--- src/rtl/ram_bist_ctrl.sv ---
// ram_bist_ctrl: write/read-back self-test initiator for a single-port synchronous RAM.
// Writes pat(a) = seed ^ a over the whole address space, reads it back through a
// 1-cycle compare pipe, and reports pass / error count / first failing location.
// Optional macro BIST_INVERT_PASS_EN adds a second write/read pass using ~pat(a).
module ram_bist_ctrl #(
    parameter int unsigned data_width = 8,
    parameter int unsigned addr_width = 4
) (
    input  logic                    clk,
    input  logic                    rst,
    input  logic                    start,
    input  logic [data_width-1:0]   seed,
    output logic                    busy,
    output logic                    done,
    output logic                    pass,
    output logic [addr_width+1:0]   err_count,
    output logic [addr_width-1:0]   fail_addr,
    output logic [data_width-1:0]   fail_data,
    output logic                    ram_we,
    output logic [addr_width-1:0]   ram_addr,
    output logic [data_width-1:0]   ram_wdata,
    input  logic [data_width-1:0]   ram_rdata
);

    localparam int unsigned CW = addr_width + 2;
    localparam logic [addr_width-1:0] LAST_ADDR = '1;

    typedef enum logic [2:0] {
        S_IDLE,
        S_WRITE,
        S_READ,
        S_DRAIN,
        S_DONE
`ifdef BIST_INVERT_PASS_EN
        ,
        S_WRITE_INV,
        S_READ_INV,
        S_DRAIN_INV
`endif
    } state_t;

    // Address-derived pattern, optionally inverted.
    function automatic logic [data_width-1:0] pat(input logic [data_width-1:0] s,
                                                  input logic [addr_width-1:0] a,
                                                  input logic inv);
        pat = (s ^ data_width'(a)) ^ {data_width{inv}};
    endfunction

    state_t                  state, state_d;
    logic [addr_width-1:0]   a, a_d;
    logic [data_width-1:0]   seed_q, seed_d;
    logic                    rd_pend, rd_pend_d;
    logic [addr_width-1:0]   rd_addr, rd_addr_d;
    logic                    rd_inv;
`ifdef BIST_INVERT_PASS_EN
    logic                    rd_inv_q, rd_inv_d;
    assign rd_inv = rd_inv_q;
`else
    assign rd_inv = 1'b0;
`endif

    logic                    busy_d, done_d, pass_d, we_d;
    logic [CW-1:0]           err_d;
    logic [addr_width-1:0]   fail_addr_d, addr_d;
    logic [data_width-1:0]   fail_data_d, wdata_d;

    // Next-state, compare and next-output decode; outputs are registered below.
    always_comb begin
        state_d     = state;
        a_d         = a;
        seed_d      = seed_q;
        rd_pend_d   = 1'b0;
        rd_addr_d   = rd_addr;
`ifdef BIST_INVERT_PASS_EN
        rd_inv_d    = 1'b0;
`endif
        err_d       = err_count;
        pass_d      = pass;
        fail_addr_d = fail_addr;
        fail_data_d = fail_data;
        busy_d      = 1'b1;
        done_d      = 1'b0;
        we_d        = 1'b0;
        addr_d      = '0;
        wdata_d     = '0;

        // Read data issued last cycle arrives now.
        if (rd_pend && (ram_rdata != pat(seed_q, rd_addr, rd_inv))) begin
            if (err_count == '0) begin
                fail_addr_d = rd_addr;
                fail_data_d = ram_rdata;
            end
            err_d = err_count + CW'(1);
        end

        case (state)
            S_IDLE: begin
                if (start) begin
                    state_d     = S_WRITE;
                    a_d         = '0;
                    seed_d      = seed;
                    err_d       = '0;
                    pass_d      = 1'b0;
                    fail_addr_d = '0;
                    fail_data_d = '0;
                end
            end
            S_WRITE: begin
                a_d = a + addr_width'(1);
                if (a == LAST_ADDR) begin
                    a_d     = '0;
                    state_d = S_READ;
                end
            end
            S_READ: begin
                rd_pend_d = 1'b1;
                rd_addr_d = a;
                a_d       = a + addr_width'(1);
                if (a == LAST_ADDR) begin
                    a_d     = '0;
                    state_d = S_DRAIN;
                end
            end
            S_DRAIN: begin
`ifdef BIST_INVERT_PASS_EN
                state_d = S_WRITE_INV;
`else
                state_d = S_DONE;
                pass_d  = (err_d == '0);
`endif
            end
`ifdef BIST_INVERT_PASS_EN
            S_WRITE_INV: begin
                a_d = a + addr_width'(1);
                if (a == LAST_ADDR) begin
                    a_d     = '0;
                    state_d = S_READ_INV;
                end
            end
            S_READ_INV: begin
                rd_pend_d = 1'b1;
                rd_addr_d = a;
                rd_inv_d  = 1'b1;
                a_d       = a + addr_width'(1);
                if (a == LAST_ADDR) begin
                    a_d     = '0;
                    state_d = S_DRAIN_INV;
                end
            end
            S_DRAIN_INV: begin
                state_d = S_DONE;
                pass_d  = (err_d == '0);
            end
`endif
            S_DONE: begin
                state_d = S_IDLE;
            end
            default: begin
                state_d = S_IDLE;
            end
        endcase

        // Output values for the cycle the next state occupies.
        case (state_d)
            S_IDLE: busy_d = 1'b0;
            S_DONE: begin
                busy_d = 1'b0;
                done_d = 1'b1;
            end
            S_WRITE: begin
                we_d    = 1'b1;
                addr_d  = a_d;
                wdata_d = pat(seed_d, a_d, 1'b0);
            end
            S_READ: addr_d = a_d;
`ifdef BIST_INVERT_PASS_EN
            S_WRITE_INV: begin
                we_d    = 1'b1;
                addr_d  = a_d;
                wdata_d = pat(seed_d, a_d, 1'b1);
            end
            S_READ_INV: addr_d = a_d;
`endif
            default: ;
        endcase
    end

    // State, pipe and output registers with synchronous reset.
    always_ff @(posedge clk) begin
        if (rst) begin
            state     <= S_IDLE;
            a         <= '0;
            seed_q    <= '0;
            rd_pend   <= 1'b0;
            rd_addr   <= '0;
`ifdef BIST_INVERT_PASS_EN
            rd_inv_q  <= 1'b0;
`endif
            busy      <= 1'b0;
            done      <= 1'b0;
            pass      <= 1'b0;
            err_count <= '0;
            fail_addr <= '0;
            fail_data <= '0;
            ram_we    <= 1'b0;
            ram_addr  <= '0;
            ram_wdata <= '0;
        end else begin
            state     <= state_d;
            a         <= a_d;
            seed_q    <= seed_d;
            rd_pend   <= rd_pend_d;
            rd_addr   <= rd_addr_d;
`ifdef BIST_INVERT_PASS_EN
            rd_inv_q  <= rd_inv_d;
`endif
            busy      <= busy_d;
            done      <= done_d;
            pass      <= pass_d;
            err_count <= err_d;
            fail_addr <= fail_addr_d;
            fail_data <= fail_data_d;
            ram_we    <= we_d;
            ram_addr  <= addr_d;
            ram_wdata <= wdata_d;
        end
    end

endmodule

--- config.mk ---
export PLATFORM = sky130hd
export DESIGN_NAME = ram_bist_ctrl
export DESIGN_NICKNAME = d
export VERILOG_FILES = /design/src/rtl/ram_bist_ctrl.sv
export SDC_FILE = /design/constraint.sdc
export NUM_CORES = 1
export LEC_CHECK = 0
export CAP_MARGIN = 40
export CORE_UTILIZATION = 43
export CTS_BUF_LIST = sky130_fd_sc_hd__clkbuf_8 sky130_fd_sc_hd__clkbuf_16
export DETAILED_ROUTE_END_ITERATION = 10
export GPL_TIMING_DRIVEN = 0
export PLACE_DENSITY = 0.72
export SYNTH_ARGS = -nofsm -noshare
export SYNTH_HDL_FRONTEND = slang
export SYNTH_SLANG_ARGS = --single-unit
--- constraint.sdc ---
create_clock -name clk -period 1.6 [get_ports clk]
set_input_delay 0.16 -clock clk [delete_from_list [all_inputs] [get_ports clk]]
set_output_delay 0.16 -clock clk [all_outputs]
set_load 0.1 [all_outputs]
==> results.sh, run 1 <==
export IMPL_synth_area_um2=2410
export IMPL_placed_cell_area_um2=3580
export IMPL_power_switching_uw=821
export IMPL_start_util_pct=46.0
export IMPL_dp_slack_ns=-0.554
export IMPL_regToRegEndpoint="fail_data[1]"
export IMPL_finalHoldWorstSlack_ns=0.237
export IMPL_required_ns=1.81
export IMPL_ys_top_cells_by_count="54 x dfxtp_1, 30 x nor2_1, 19 x nand2_1, 12 x o21ai_0, 12 x xnor2_1"
export IMPL_violations="negative setup slack"
export IMPL_cp_buffers_inverters=2
export IMPL_fin_nets=378
export IMPL_hold_viol=0
export IMPL_ys_seq_elements=54
export IMPL_syn_avg_cell_area_um2=9.71
export IMPL_clkLatencyLatePin_ns=0.32
export IMPL_place_inst=404
export IMPL_synth_ff_type="dfxtp_1"
export IMPL_grt_usage_pct=21.0
export IMPL_row_count=26
export IMPL_pin_count=53
export IMPL_setup_viol=14
export IMPL_ys_seq_area_share_pct=44.9
export IMPL_layout_setup_ws_ns=-0.128
export IMPL_rsz0062_at_grt="yes"
export IMPL_path_class="reg2reg"
export IMPL_drt_iter0_drc=45
export IMPL_critical_path_max_fanout=6
export IMPL_grt_pass1_wl_um=9900
export IMPL_seq_power_share_pct=50.7
export IMPL_viasPerCell=4.98
export IMPL_worstHoldPathType="in2reg"
export IMPL_final_fill_count=327
export IMPL_die_x_um=76.8
export IMPL_tightestPinTransition_ns=0.551
export IMPL_cts_tree="done"
export IMPL_gr_total_overflow=0
export IMPL_routed_wl_um=6430
export IMPL_skew_ns=0.0105
export IMPL_critPathCapture="fail_data[1]"
export IMPL_synth_area_leaders="dfxtp_1 45%, nor2_1 4.7%, xnor2_1 4.4%"
export IMPL_die_area_um2=5900
export IMPL_clkPwrFrac_pct=30.1
export IMPL_port_buffers=52
export IMPL_synth_top_cell_area_share_pct=44.9
export IMPL_die_h_um=76.8
export IMPL_swShare_pct=29.9
export IMPL_path_depth=7
export IMPL_max_slew_margin_pct=63.3
export IMPL_h_tree_depth=2
export IMPL_ir_worst_vdd_uv=616
export IMPL_comb_power_share_pct=19.3
export IMPL_cp_arrival_ns=1.93
export IMPL_synth_top_cell_by_area="dfxtp_1"
export IMPL_rr_worst_depth=7
export IMPL_power_internal_uw=1920
export IMPL_core_um2=5240
export IMPL_antenna_found_initial=0
export IMPL_r2r_start="err_count[2]"
export IMPL_period_needed_ns=1.73
export IMPL_dpl_hpwl_um=4290
export IMPL_syn_num_nets=270
export IMPL_drv_cap=0
export IMPL_grt_start_max_net_pins=20
export IMPL_power_density_nw_per_um2=668
export IMPL_synthArstFlopShare_pct=0
export IMPL_outcome="finished with violations"
export IMPL_synth_edf_count=0
export IMPL_ant_nets=0
export IMPL_synth_distinct_cells=43
export IMPL_post_route_drc_count=0
export IMPL_vias=2128
export IMPL_synth_cells=248
export IMPL_fmax_mhz=579
export IMPL_dr_pass1_iters=4
export IMPL_drive_gt1_share_pct=39.2
export IMPL_cts_sinks=54
export IMPL_finalCritPeriodShare_pct=108
export IMPL_slew_violations=0
export IMPL_clk_pin_slew_ns=0.11
export IMPL_cts_inserted_buffers=5
export IMPL_cpPeakStageDelay_ns=0.41
export IMPL_root_buffer="clkbuf_8"
export IMPL_crit_start="err_count[2]"
export IMPL_r2r_slack_ns=-0.13
export IMPL_end_kind="flip-flop"
export IMPL_crit_chain="or3_4, nor3b_4, o311ai_4, buf_4, buf_6, nand3_2, o21ai_1"
export IMPL_power_leakage_uw=0.00175
export IMPL_gp_congestion=0.779
export IMPL_clk_path_buf_depth=2
export IMPL_cpMaxStageDelayCell="or3_4"
export IMPL_start_kind="flip-flop"
export IMPL_areaGrowthSynthToFinish_pct=70.5
export IMPL_cp_top_family="simple AND/OR/NAND/NOR gates"
export IMPL_yosysWarnings=0
export IMPL_final_instance_count_excl_fill=427
export IMPL_wl_per_cell_um=15.1
export IMPL_synth_most_common_cell="dfxtp_1"
export IMPL_grt_pass1_vias=2072
export IMPL_design_area_um2=4110
export IMPL_antenna_cells=0
[cell usage in the layout, fill, tap and decap left out, types with 2 or more instances in the layout]
cell	n
or2_2	2
o21ai_2	9
buf_6	6
xnor2_2	4
buf_4	14
dfxtp_4	9
nor3_1	2
nand3_4	2
mux2i_1	7
nand3_1	5
nand2_1	19
nand3_2	9
o21ai_0	11
xnor3_2	3
xnor2_1	7
o21ai_1	4
nor4_1	2
a21oi_1	9
and2_1	6
clkbuf_1	4
clkbuf_8	5
clkdlybuf4s50_1	35
buf_8	21
buf_12	14
mux2i_2	3
nor2_2	2
nand4_1	2
or3_1	4
dlymetal6s2s_1	12
dfxtp_2	11
o22ai_1	2
dfxtp_1	34
o311ai_4	2
a21oi_2	2
nor2_1	28
dlygate4sd2_1	5
ha_1	2
inv_1	7
xnor2_4	2
[worst min path at each step]
stage	from	to	slack (ns)	depth (start not counted)
final	ram_rdata[3]	fail_data[3]	0.24	3
after global routing	ram_rdata[3]	fail_data[3]	0.24	3
after CTS	ram_rdata[0]	fail_data[0]	0.24	3
after detailed placement	fail_data[4]	fail_data[4]	0.45	2
after floorplan	ram_rdata[0]	fail_data[0]	0.29	2
after global placement	fail_addr[2]	fail_addr[2]	0.44	2
[logic make-up after synthesis]
family | Yosys count | synth area share [%]
fa+ha+maj | 3 | 1.56
xor+xnor | 16 | 8.00
compound gates | 48 | 14.8
buf+inv | 19 | 4.05
mux | 11 | 4.62
simple gates | 97 | 22.1
flops | 54 | 44.9
[worst register-to-register path, delay by kind of cell (launching register included)]
family	cells	cell delay (ns)
AOI/OAI and AO/OA	2	0.25
buffers and inverters	2	0.30
DFF	1	0.38
and+or+nand+nor	3	0.71
[final cells by class]
| cell class | instances | area [µm²] | area share, % |
|---|---|---|---|
| clock inverters | 3 | 28.8 | 0.701 |
| well taps | 70 | 87.6 | 2.13 |
| plain buffers | 11 | 77.6 | 1.89 |
| inverters | 7 | 26.3 | 0.640 |
| multi-input cells | 175 | 1430 | 34.8 |
| repair buffers | 102 | 1260 | 30.7 |
| clock buffers | 5 | 68.8 | 1.68 |
| flip-flops and latches | 54 | 1130 | 27.5 |
[timing repair]
action                                  4_1_cts  5_1_grt
resized for setup                            26       61
hold buffers                                  0        0
endpoints found under the setup margin       31       50
pin swaps                                    15       17
gates cloned                                  0        2
setup buffers                                 5       10
[layer usage]
metal,vias up,track usage [%],routed length [µm]
li1,1075,-,-
met2,42,37.1,3440
met3,9,3.21,195
met4,0,5.58,85
met5,-,0,0
met1,1002,26.4,2710
[per-stage QoR]
stage / power (µW) / util (%) / setup TNS [ns]
global route: 2860 / 78.4 / -2.09
CTS: 2730 / 72.6 / -0.249
floorplan: 1710 / - / -0.565
finish: 2740 / 78.4 / -0.744
global placement: 1830 / 58.5 / -12.74
detailed placement: 1890 / 68.3 / -12.81
[registers in the layout (all words and copies together) (netlist names)]
name       cells
ram_addr       4
err_count      6
done           1
rd_addr        4
seed_q         8
a              4
fail_addr      4
pass           1
fail_data      8
ram_wdata      8
busy           1
ram_we         1
state          3
rd_pend        1
[power by group through the flow]
| stage | logic (µW) | clock network [µW] | registers, µW |
|---|---|---|---|
| after global placement | 410 | 0 | 1420 |
| after CTS | 503 | 829 | 1390 |
| after detailed placement | 471 | 0 | 1420 |
| after floorplan | 167 | 0 | 1550 |
| after global routing | 558 | 903 | 1400 |
| final | 529 | 825 | 1390 |
Note: power is estimated with default switching activity, not from simulation.
==> run 2: changes to the inputs <==
--- a/config.mk
+++ b/config.mk
@@ -5,12 +5,12 @@
 export SDC_FILE = /design/constraint.sdc
 export NUM_CORES = 1
 export LEC_CHECK = 0
-export CAP_MARGIN = 40
+export CAP_MARGIN = 10
 export CORE_UTILIZATION = 43
 export CTS_BUF_LIST = sky130_fd_sc_hd__clkbuf_8 sky130_fd_sc_hd__clkbuf_16
 export DETAILED_ROUTE_END_ITERATION = 10
 export GPL_TIMING_DRIVEN = 0
-export PLACE_DENSITY = 0.72
+export PLACE_DENSITY = 0.7
 export SYNTH_ARGS = -nofsm -noshare
 export SYNTH_HDL_FRONTEND = slang
 export SYNTH_SLANG_ARGS = --single-unit
==> constraint.sdc (replaced) <==
create_clock -name clk -period 1.77 [get_ports clk]
set_input_delay 0.177 -clock clk [delete_from_list [all_inputs] [get_ports clk]]
set_output_delay 0.177 -clock clk [all_outputs]
set_load 0.1 [all_outputs]
==> run 2 against run 1 <==
Effect of this change:
- the flow now finishes without violations
- global-route usage decreased by 2.5 points
- utilization down 16 points
- sequential cell count is the same
- clock power fell by 8.6%
- register-to-register slack better by 0.17 ns
- setup slack better by 0.17 ns
- clock-buffer cell count is 2 higher
- sequential share of layout area is 6.1 points higher
- hold slack got worse by 0.086 ns
- non-clock buffer count is 40 lower
- design area is 21% lower
- cell count fell by 9.4%
- critical path type unchanged
==> results.sh, run 2 (synthesis results as in run 1) <==
export IMPL_comb_power_share_pct=16.0
export IMPL_ir_worst_vdd_uv=545
export IMPL_ant_nets=0
export IMPL_r2r_start="err_count[2]"
export IMPL_seqCellArea_um2=1090
export IMPL_cp_arrival_ns=1.94
export IMPL_outcome="completed"
export IMPL_fmax_mhz=578
export IMPL_skew_ns=0.0102
export IMPL_finalCritPeriodShare_pct=97.7
export IMPL_path_class="reg2reg"
export IMPL_final_common_cell="dfxtp_1"
export IMPL_end_kind="flip-flop"
export IMPL_core_um2=5240
export IMPL_place_inst=370
export IMPL_critical_path_max_fanout=7
export IMPL_gp_congestion=0.815
export IMPL_final_fill_count=461
export IMPL_setup_viol=0
export IMPL_cts_tree="done"
export IMPL_max_slew_margin_pct=35.0
export IMPL_power_internal_uw=1740
export IMPL_min_from="ram_rdata[0]"
export IMPL_hold_depth=3
export IMPL_dpl_hpwl_um=3530
export IMPL_post_route_drc_count=0
export IMPL_swShare_pct=27.5
export IMPL_clk_pin_slew_ns=0.10
export IMPL_grt_usage_pct=18.5
export IMPL_wl_per_cell_um=13.7
export IMPL_fin_util_pct=62.2
export IMPL_antenna_found_initial=0
export IMPL_tightestPinTransition_ns=0.979
export IMPL_gr_total_overflow=0
export IMPL_hold_viol=0
export IMPL_pin_count=53
export IMPL_drt_iter0_drc=112
export IMPL_vias=1984
export IMPL_start_kind="flip-flop"
export IMPL_viasPerCell=5.13
export IMPL_layout_common_cells="46 x dfxtp_1, 30 x nor2_1, 28 x dlygate4sd2_1"
export IMPL_required_ns=1.98
export IMPL_drv_cap=0
export IMPL_fin_nets=338
export IMPL_h_tree_depth=2
export IMPL_die_area_um2=5900
export IMPL_period_needed_ns=1.73
export IMPL_clkLatencyLatePin_ns=0.30
export IMPL_layout_setup_ws_ns=0.0403
export IMPL_worstHoldPathType="in2reg"
export IMPL_port_buffers=52
export IMPL_die_x_um=76.8
export IMPL_antenna_cells=0
export IMPL_ctsHoldBuffers=0
export IMPL_top_regs="fail_data x8, ram_wdata x8, seed_q x8"
export IMPL_slew_violations=0
export IMPL_cts_inserted_buffers=5
export IMPL_rr_worst_depth=7
export IMPL_drive_gt1_share_pct=22.4
export IMPL_grt_start_max_net_pins=17
export IMPL_power_switching_uw=659
export IMPL_r2r_slack_ns=0.04
export IMPL_row_count=26
export IMPL_grt_pass1_vias=1889
export IMPL_start_util_pct=46.0
export IMPL_regToRegEndpoint="fail_data[0]"
export IMPL_clk_path_buf_depth=2
export IMPL_dr_pass1_iters=4
export IMPL_root_buffer="clkbuf_8"
export IMPL_min_to="fail_data[0]"
export IMPL_clkPwrFrac_pct=31.4
export IMPL_seq_power_share_pct=52.6
export IMPL_multiInputGateArea_um2=1300
export IMPL_power_density_nw_per_um2=737
export IMPL_areaGrowthSynthToFinish_pct=35.2
export IMPL_grt_pass1_wl_um=8710
export IMPL_cts_sinks=54
export IMPL_power_leakage_uw=0.00136
export IMPL_die_h_um=76.8
export IMPL_final_instance_count_excl_fill=387
export IMPL_dp_slack_ns=-0.452
export IMPL_routed_wl_um=5290
## run 2: cell types whose count changed in the layout (fill, tap and decap cells not counted), sizes merged
cell,change
inv,-2
dlygate4sd2,+23
clkdlybuf4s50,-20
buf,-40
dlymetal6s2s,-9
clkdlybuf4s15,+5
clkbuf,+3
## run 2: through the flow
step	total power, µW	setup TNS [ns]	cell area, µm²	hold WS (ns)
floorplan	1550	0	2420	0.310
global placement	1660	-6.88	3030	0.444
detailed placement	1660	-7.36	3030	0.445
CTS	2410	0	3150	0.435
global route	2510	-0.0232	3260	0.132
finish	2400	0	3260	0.151
## run 2: worst max-delay path by stage
| stage | end | startpoint | slack (ns) |
|---|---|---|---|
| floorplan | fail_addr[0] | err_count[2] | 0.007 |
| global placement | pass | ram_rdata[4] | -0.44 |
| detailed placement | pass | ram_rdata[4] | -0.45 |
| CTS | fail_data[7] | start | 0.002 |
| global route | fail_data[3] | err_count[2] | -0.01 |
| finish | fail_data[0] | err_count[2] | 0.04 |
## run 2: per-layer routing
layer / GRT usage (%) / wire [µm] / vias up
met4: 7.31 / 78 / 0
met1: 24.7 / 2570 / 922
li1: - / - / 1002
met3: 4.05 / 252 / 7
met5: 0 / 0 / -
met2: 28.8 / 2390 / 53
## run 2: area by class of cell
class	instances	share of cell area (%)
Clock buffer	7	2.96
Multi-Input combinational cell	175	40.0
Tap cell	70	2.69
Buffer	12	2.23
Clock inverter	1	0.269
Inverter	7	0.807
Timing Repair Buffer	61	17.4
Sequential cell	54	33.6
## run 2: what timing repair did
item                                    in CTS  in global routing
pin swaps                                    5                  8
cloned                                       0                  2
setup buffers                                4                  3
endpoints found under the setup margin      56                 26
resized for setup                           43                 28
## run 2: power groups by stage
stage          Clock (µW)  Combinational, µW  Sequential (µW)
3_5_place_dp            0                370             1290
6_report              754                384             1260
4_1_cts               777                370             1260
2_1_floorplan           0                149             1400
3_3_place_gp            0                370             1290
5_1_grt               837                409             1270
## run 2: worst max-delay path, stage by stage, from the launching register on
cell,delay (ns)
dfxtp_2,0.36
or3_1,0.43
nor3b_2,0.26
o311ai_4,0.14
buf_6,0.17
buf_4,0.14
nand3_1,0.07
o21ai_1,0.06
